--- src/rtl/seg_ctrl_field.sv ---
// One field of the digital clock: modulo-MODULO up/down counter with a lock-step
// two-digit BCD copy, synchronous load with range check, and same-cycle carry/borrow.
module seg_ctrl_field #(
    parameter int WIDTH  = 8,
    parameter int MODULO = 60,
    parameter int INIT   = 0
) (
    input  logic             sys_clk,
    input  logic             sys_rst_n,
    input  logic             cnt_flag,
    input  logic             up_dn,
    input  logic             hold,
    input  logic             load,
    input  logic [WIDTH-1:0] load_val,
    output logic [WIDTH-1:0] cnt,
    output logic [3:0]       bcd_ones,
    output logic [3:0]       bcd_tens,
    output logic             carry,
    output logic             borrow,
    output logic             load_err
);

    localparam logic [WIDTH-1:0] CNT_MAX   = WIDTH'(MODULO - 1);
    localparam logic [WIDTH-1:0] CNT_INIT  = WIDTH'(INIT);
    localparam logic [WIDTH:0]   MOD_EXT   = (WIDTH + 1)'(MODULO);
    localparam logic [3:0]       MAX_TENS  = 4'((MODULO - 1) / 10);
    localparam logic [3:0]       MAX_ONES  = 4'((MODULO - 1) % 10);
    localparam logic [3:0]       INIT_TENS = 4'(INIT / 10);
    localparam logic [3:0]       INIT_ONES = 4'(INIT % 10);

    logic [WIDTH-1:0] cnt_q, cnt_d;
    logic [3:0]       ones_q, ones_d;
    logic [3:0]       tens_q, tens_d;
    logic             load_err_q, load_err_d;

    logic             tick_en;
    logic             at_max;
    logic             at_zero;
    logic             load_ok;
    logic [MODULO-1:0] val_hit;
    logic [3:0]       load_tens;
    logic [3:0]       load_ones;

    // One comparator per legal value; at most one fires, so OR-ing the
    // constant digit pairs gives the decimal split of load_val without a divider.
    genvar gi;
    generate
        for (gi = 0; gi < MODULO; gi++) begin : g_hit
            assign val_hit[gi] = (load_val == WIDTH'(gi));
        end
    endgenerate

    always_comb begin
        load_tens = 4'd0;
        load_ones = 4'd0;
        for (int i = 0; i < MODULO; i++) begin
            if (val_hit[i]) begin
                load_tens = load_tens | 4'(i / 10);
                load_ones = load_ones | 4'(i % 10);
            end
        end
    end

    assign load_ok = ({1'b0, load_val} < MOD_EXT);
    assign tick_en = cnt_flag & ~hold & ~load;
    assign at_max  = (cnt_q == CNT_MAX);
    assign at_zero = (cnt_q == '0);

    // Gated on the current count only, so these drop with reset through cnt_q.
    assign carry  = tick_en & up_dn & at_max;
    assign borrow = tick_en & ~up_dn & at_zero;

    always_comb begin
        cnt_d      = cnt_q;
        ones_d     = ones_q;
        tens_d     = tens_q;
        load_err_d = 1'b0;
        if (load) begin
            if (load_ok) begin
                cnt_d  = load_val;
                tens_d = load_tens;
                ones_d = load_ones;
            end else begin
                cnt_d      = '0;
                tens_d     = 4'd0;
                ones_d     = 4'd0;
                load_err_d = 1'b1;
            end
        end else if (tick_en) begin
            if (up_dn) begin
                if (at_max) begin
                    cnt_d  = '0;
                    tens_d = 4'd0;
                    ones_d = 4'd0;
                end else begin
                    cnt_d = cnt_q + WIDTH'(1);
                    if (ones_q == 4'd9) begin
                        ones_d = 4'd0;
                        tens_d = tens_q + 4'd1;
                    end else begin
                        ones_d = ones_q + 4'd1;
                    end
                end
            end else begin
                if (at_zero) begin
                    cnt_d  = CNT_MAX;
                    tens_d = MAX_TENS;
                    ones_d = MAX_ONES;
                end else begin
                    cnt_d = cnt_q - WIDTH'(1);
                    if (ones_q == 4'd0) begin
                        ones_d = 4'd9;
                        tens_d = tens_q - 4'd1;
                    end else begin
                        ones_d = ones_q - 4'd1;
                    end
                end
            end
        end
    end

    always_ff @(posedge sys_clk or negedge sys_rst_n) begin
        if (!sys_rst_n) begin
            cnt_q      <= CNT_INIT;
            tens_q     <= INIT_TENS;
            ones_q     <= INIT_ONES;
            load_err_q <= 1'b0;
        end else begin
            cnt_q      <= cnt_d;
            tens_q     <= tens_d;
            ones_q     <= ones_d;
            load_err_q <= load_err_d;
        end
    end

    assign cnt      = cnt_q;
    assign bcd_tens = tens_q;
    assign bcd_ones = ones_q;
    assign load_err = load_err_q;

endmodule

--- config.mk ---
export PLATFORM = sky130hd
export DESIGN_NAME = seg_ctrl_field
export DESIGN_NICKNAME = d
export VERILOG_FILES = /design/src/rtl/seg_ctrl_field.sv
export SDC_FILE = /design/constraint.sdc
export NUM_CORES = 1
export LEC_CHECK = 0
export CAP_MARGIN = 20
export CORE_ASPECT_RATIO = 1.4
export CORE_MARGIN = 3
export CORE_UTILIZATION = 45
export CTS_BUF_LIST = sky130_fd_sc_hd__clkbuf_8 sky130_fd_sc_hd__clkbuf_16
export CTS_CLUSTER_DIAMETER = 150
export CTS_CLUSTER_SIZE = 40
export DETAILED_ROUTE_END_ITERATION = 8
export HOLD_SLACK_MARGIN = 0.08
export PLACE_DENSITY = 0.71
export SYNTH_ARGS = -nofsm -noshare
export SYNTH_HDL_FRONTEND = slang
export SYNTH_SLANG_ARGS = --single-unit
--- constraint.sdc ---
create_clock -name sys_clk -period 5 [get_ports sys_clk]
set_clock_uncertainty 0.15 [all_clocks]
set_input_delay 0.75 -clock sys_clk [delete_from_list [all_inputs] [get_ports sys_clk]]
set_output_delay 0.75 -clock sys_clk [all_outputs]
set_load 0.1 [all_outputs]
==> flow_summary.yaml, run 1 <==
yosys:
  async_flop_share: 1.00
  ys.flop_type: "dfrtp_1"
  synth_edf_count: 0
  avgSynthCellArea_um2: 7.30
  synth_cells: 236
  yosysSeqAreaShare: 0.247
  ys_types: 57
  synth_fp_nets: 254
  ys_seq_elements: 17
  syn_area_mm2: 0.00172
  synth_warnings: 0
worst_setup_path:
  rrSetupSlack_ns: 2.47
  r2r_cells: 7
  cp_max_fo: 14
  cp.arrival_ns: 2.63
  rr_endpoint: "bcd_tens[2]"
  start_kind: "primary input"
  reg2reg_from: "cnt[0]"
  slowest_stage: "clkdlybuf4s50_1"
  crit_type: "in2out"
  cp_cell_sequence: "clkdlybuf4s50_1 > or2_0 > nor3_1 > buf_4"
  worst_ep_required_time_ns: 4.10
  crit_path_end_kind: "output pin"
  critPathMaxStageDelay_ns: 0.64
sta:
  slew_viol_final: 0
  clock.fmax_mhz: 283
  tightest_slew_ns: 0.969
  timing.final.crit_share: 0.706
  tns_ns: 0
  finalCriticalPeriod_ns: 3.53
  setup_viol: 0
  hold_viol: 0
  slew_headroom: 0.352
  rsz0062_at_grt: "no"
route:
  dr.pass1.iters: 4
  wire_per_inst_um: 15.4
  drtAntennaViolNets: 0
  via_per_inst: 6.16
  drt-initial-drc-count: 108
  drc: 0
  wl_um: 4510
  vias: 1811
pwr:
  p_per_area_mw_per_mm2: 449
  ir_worst_vdd_v: 0.000305
  p_clk_frac: 0.114
  p_leak_uw: 0.000768
  finalPower_uw: 923
  swShare: 0.574
  internal_power_uw: 393
  p_seq_frac: 0.262
  combPwrFrac: 0.624
  p_sw_uw: 530
cts:
  clockBufferDepth: 2
  root_buffer: "clkbuf_8"
  cts-buffers-inserted: 3
  clk_pin_slew_ns: 0.07
  cts_tree: "done"
  numClockSinks: 17
  cts.repair.resized: 0
  ctsHoldBuffers: 0
  clock_latency_ns: 0.25
  cts_setup_buffers: 0
  htreeDepth: 1
floorplan:
  fp.coreArea_mm2: 0.00368
  die_h_um: 79.2
  start_util: 0.468
  die_x_um: 58.3
  top_level_ports: 33
  dieArea_mm2: 0.00461
  fp-row-count: 26
worst_hold_path:
  whs_endpoint: "cnt[7]"
  min_path_cells: 1
  hp-start: "cnt[7]"
  holdCritPathClass: "reg2reg"
placed_design:
  gp_congestion: 0.882
  dpl.hpwl_um: 3390
  io_buffers: 32
flow_run:
  drv_cap: 0
final_layout:
  fillers: 386
  diodes: 0
  drive_gt1_frac: 0.0476
  final_nets: 271
  area_growth_syn_to_layout_pct: 19.4
global_routing:
  gr-total-overflow: 0
  grt_pass1_vias: 1644
  antenna_found_initial: 0
  grt_pass1_wl_um: 7740
  grt_start_max_net_pins: 21
  track_usage: 0.206
outcome:
  run_status: "finished clean"
## power groups by stage
stage                     clock [µW]  combinational, µW  sequential [µW]
after floorplan                    0                221              468
after global placement             0                572              243
after detailed placement           0                575              243
after CTS                        109                576              241
after global routing             116                610              252
final                            105                576              242
## sequential cells by signal, summed over array words and instances (netlist names)
name      cells
bcd_ones      4
bcd_tens      4
cnt           8
load_err      1
## logic make-up after synthesis
kind of cell / share of synthesized area
AND/OR/NAND/NOR: 0.266
AO/OA/AOI/OAI: 0.339
buffers and inverters: 0.0705
flip-flops: 0.247
XOR/XNOR: 0.0254
multiplexers: 0.0233
adder cells (fa/ha/maj): 0.0291
## cell type report
type / count / area [µm²] / area share
Clock buffer: 3 / 41.3 / 0.0201
Clock inverter: 1 / 5.00 / 0.00243
Inverter: 9 / 33.8 / 0.0164
Multi-Input combinational cell: 189 / 1170 / 0.572
Sequential cell: 17 / 425 / 0.207
Tap cell: 42 / 52.6 / 0.0256
Timing Repair Buffer: 33 / 323 / 0.157
## cells in the final DEF, fill, tap and decap left out, types with 2 or more instances in the layout
cell             Yosys  routed
nand2_1             25      25
o31ai_1              3       3
o22ai_1              2       2
o21ai_0             24      24
o311ai_0             3       3
a22o_1               2       2
buf_4                1       3
inv_1                9       9
xor2_1               3       3
nor2b_1              6       6
a21oi_1             18      18
o211ai_1             4       4
nand3_1             12      12
and2_1               2       2
o221ai_1             2       2
mux2i_1              4       4
ha_1                 4       4
a221oi_1             2       2
a22oi_1              3       3
nand2b_1             6       6
nand4_1              2       2
dfrtp_1             17      17
clkbuf_8             0       3
a211oi_1             3       3
a211o_1              2       2
clkdlybuf4s50_1      0      30
nor2_1              14      14
a21boi_0             3       3
nor3_1              13      13
xnor2_1              2       2
## synth_stat cells (all sizes together), types with 4 or more instances
| cell type | count | area, µm² |
|---|---|---|
| nor2 | 14 | 52.6 |
| buf | 5 | 26.3 |
| mux2i | 4 | 40.0 |
| nand3 | 12 | 60.1 |
| nand2b | 6 | 37.5 |
| a21oi | 19 | 98.9 |
| nor2b | 6 | 37.5 |
| nand2 | 25 | 93.8 |
| o211ai | 4 | 30.0 |
| nor3 | 13 | 65.1 |
| dfrtp | 17 | 425 |
| ha | 4 | 50.1 |
| o21ai | 24 | 120 |
| clkbuf | 16 | 61.3 |
| inv | 9 | 33.8 |
## stage by stage
stage	cells	instance area, µm²	utilization	hold WS (ns)	worst slack, ns
finish	294	2060	0.559	0.378	1.47
floorplan	236	1720	-	0.304	0.124
global placement	289	2000	0.545	0.353	1.59
global route	294	2060	0.559	0.423	1.39
detailed placement	289	2000	0.545	0.364	1.55
CTS	293	2050	0.557	0.377	1.53
## routing by layer
metal  part of all wire  vias to the layer above  GRT usage  wire length (µm)
met3              0.043                        2     0.0114               196
met2               0.51                       49      0.360              2290
met1               0.44                      853      0.273              1990
li1                   -                      907          -                 -
met4             0.0084                        0     0.0441                38
met5                  0                        -          0                 0
## critical path, delay by kind of cell
kind | cells | cell delay [ns]
AND/OR/NAND/NOR | 2 | 0.89
buffers and inverters | 2 | 0.99
## worst max path at each step
| stage | start | end | slack [ns] | cells after the start |
|---|---|---|---|---|
| after global routing | load | borrow | 1.39 | 4 |
| after detailed placement | load | borrow | 1.55 | 4 |
| after floorplan | cnt[1] | carry | 0.12 | 4 |
| final | load | borrow | 1.47 | 4 |
| after CTS | load | borrow | 1.53 | 4 |
| after global placement | load | borrow | 1.59 | 4 |
(Power assumes the default switching activity.)
==> run 2, diff against run 1 <==
--- a/config.mk
+++ b/config.mk
@@ -14,7 +14,7 @@
 export CTS_CLUSTER_SIZE = 40
 export DETAILED_ROUTE_END_ITERATION = 8
 export HOLD_SLACK_MARGIN = 0.08
-export PLACE_DENSITY = 0.71
+export PLACE_DENSITY = 0.73
 export SYNTH_ARGS = -nofsm -noshare
 export SYNTH_HDL_FRONTEND = slang
 export SYNTH_SLANG_ARGS = --single-unit
==> constraint.sdc (replaced) <==
create_clock -name sys_clk -period 3.2 [get_ports sys_clk]
set_clock_uncertainty 0.15 [all_clocks]
set_input_delay 0.48 -clock sys_clk [delete_from_list [all_inputs] [get_ports sys_clk]]
set_output_delay 0.48 -clock sys_clk [all_outputs]
set_load 0.1 [all_outputs]
==> flow_summary.yaml, run 2 (synthesis results as in run 1) <==
worst_setup_path:
  reg2reg_from: "cnt[0]"
  crit_type: "reg2out"
  cp.arrival_ns: 2.25
  cp_max_fo: 7
  worst_ep_required_time_ns: 2.57
  crit_path_end_kind: "output pin"
  start_kind: "flip-flop"
  startpoint: "cnt[0]"
pwr:
  finalPower_uw: 1440
  ir_worst_vdd_v: 0.000585
  p_per_area_mw_per_mm2: 692
  p_leak_uw: 0.000834
cts:
  clk_pin_slew_ns: 0.08
  cts.repair.resized: 0
  cts_setup_buffers: 0
  numClockSinks: 17
  cts-buffers-inserted: 3
  root_buffer: "clkbuf_8"
  clock_latency_ns: 0.26
  cts_tree: "done"
  ctsHoldBuffers: 0
  htreeDepth: 1
  clockBufferDepth: 2
route:
  drt-initial-drc-count: 86
  drc: 0
  via_per_inst: 6.29
  wl_um: 4790
  drtAntennaViolNets: 0
  wire_per_inst_um: 16.1
  vias: 1867
  dr.pass1.iters: 5
placed_design:
  gp_congestion: 0.891
  place_inst: 293
  io_buffers: 32
  dpl.hpwl_um: 3490
  place_area_mm2: 0.00204
global_routing:
  gr-total-overflow: 0
  grt_start_max_net_pins: 21
  grt_pass1_wl_um: 8160
  grt_pass1_vias: 1673
  track_usage: 0.226
  antenna_found_initial: 0
final_layout:
  final_nets: 274
  area_growth_syn_to_layout_pct: 20.9
  drive_gt1_frac: 0.129
  stdcell_count: 297
  final_util: 0.566
  largest_register_ffs: 8
  layout_common_cells: "25 x nand2_1, 24 x o21ai_0, 21 x buf_4"
  design_area_mm2: 0.00208
  final_common_cell: "nand2_1"
  diodes: 0
floorplan:
  dieArea_mm2: 0.00461
  fp-row-count: 26
  fp.coreArea_mm2: 0.00368
  start_util: 0.468
  die_h_um: 79.2
  die_x_um: 58.3
  top_level_ports: 33
sta:
  slew_viol_final: 0
  timing.final.crit_share: 0.899
  slew_headroom: 0.438
  tns_ns: 0
  rsz0062_at_grt: "no"
  setup_viol: 0
  finalCriticalPeriod_ns: 2.88
  hold_viol: 0
  tightest_slew_ns: 0.840
  clock.fmax_mhz: 348
outcome:
  run_status: "finished clean"
worst_hold_path:
  hp-start: "cnt[7]"
  holdCritPathClass: "reg2reg"
flow_run:
  drv_cap: 0
[run 2: worst max-delay path, stage by stage, from the launching register on]
cell     delay, ns
dfrtp_1       0.43
inv_1         0.11
ha_1          0.24
nor4b_2       0.40
nand2_1       0.32
nor3_4        0.27
buf_12        0.21
[run 2: through the flow]
stage / hold slack [ns] / setup slack [ns]
after detailed placement: 0.373 / 0.480
after global routing: 0.411 / 0.180
after CTS: 0.384 / 0.331
after floorplan: 0.0344 / -0.175
after global placement: 0.378 / 0.522
final: 0.385 / 0.322
[run 2: power by group]
part	internal [µW]	switching, µW	total, µW
registers	269	109	378
clock network	85.6	87.2	173
logic	244	647	891
total	598	843	1440
[run 2: final timing paths]
check                                    to  slack, ns  depth (start not counted)
worst max-delay path                 borrow       0.32                          6
worst min-delay path                 cnt[7]       0.38                          1
worst max register to register  bcd_tens[3]       0.60                          8
worst min register to register       cnt[7]       0.38                          1
max in group asynchronous       bcd_ones[1]       1.84                          1
min in group asynchronous            cnt[6]       0.55                          1
[run 2: routing by layer]
metal / wire length [µm] / vias to the layer above / track usage
met4: 92 / 0 / 0.0835
met2: 2400 / 74 / 0.379
li1: - / 904 / -
met5: 0 / - / 0
met3: 272 / 8 / 0.0211
met1: 2030 / 881 / 0.292
[run 2: layout make-up]
type	count	area, µm²
fillers	362	1590
multi-input cells	189	1200
flip-flops and latches	17	425
repair buffers	36	328
well taps	42	52.6
clock buffers	3	41.3
inverters	9	33.8
clock inverters	1	3.75
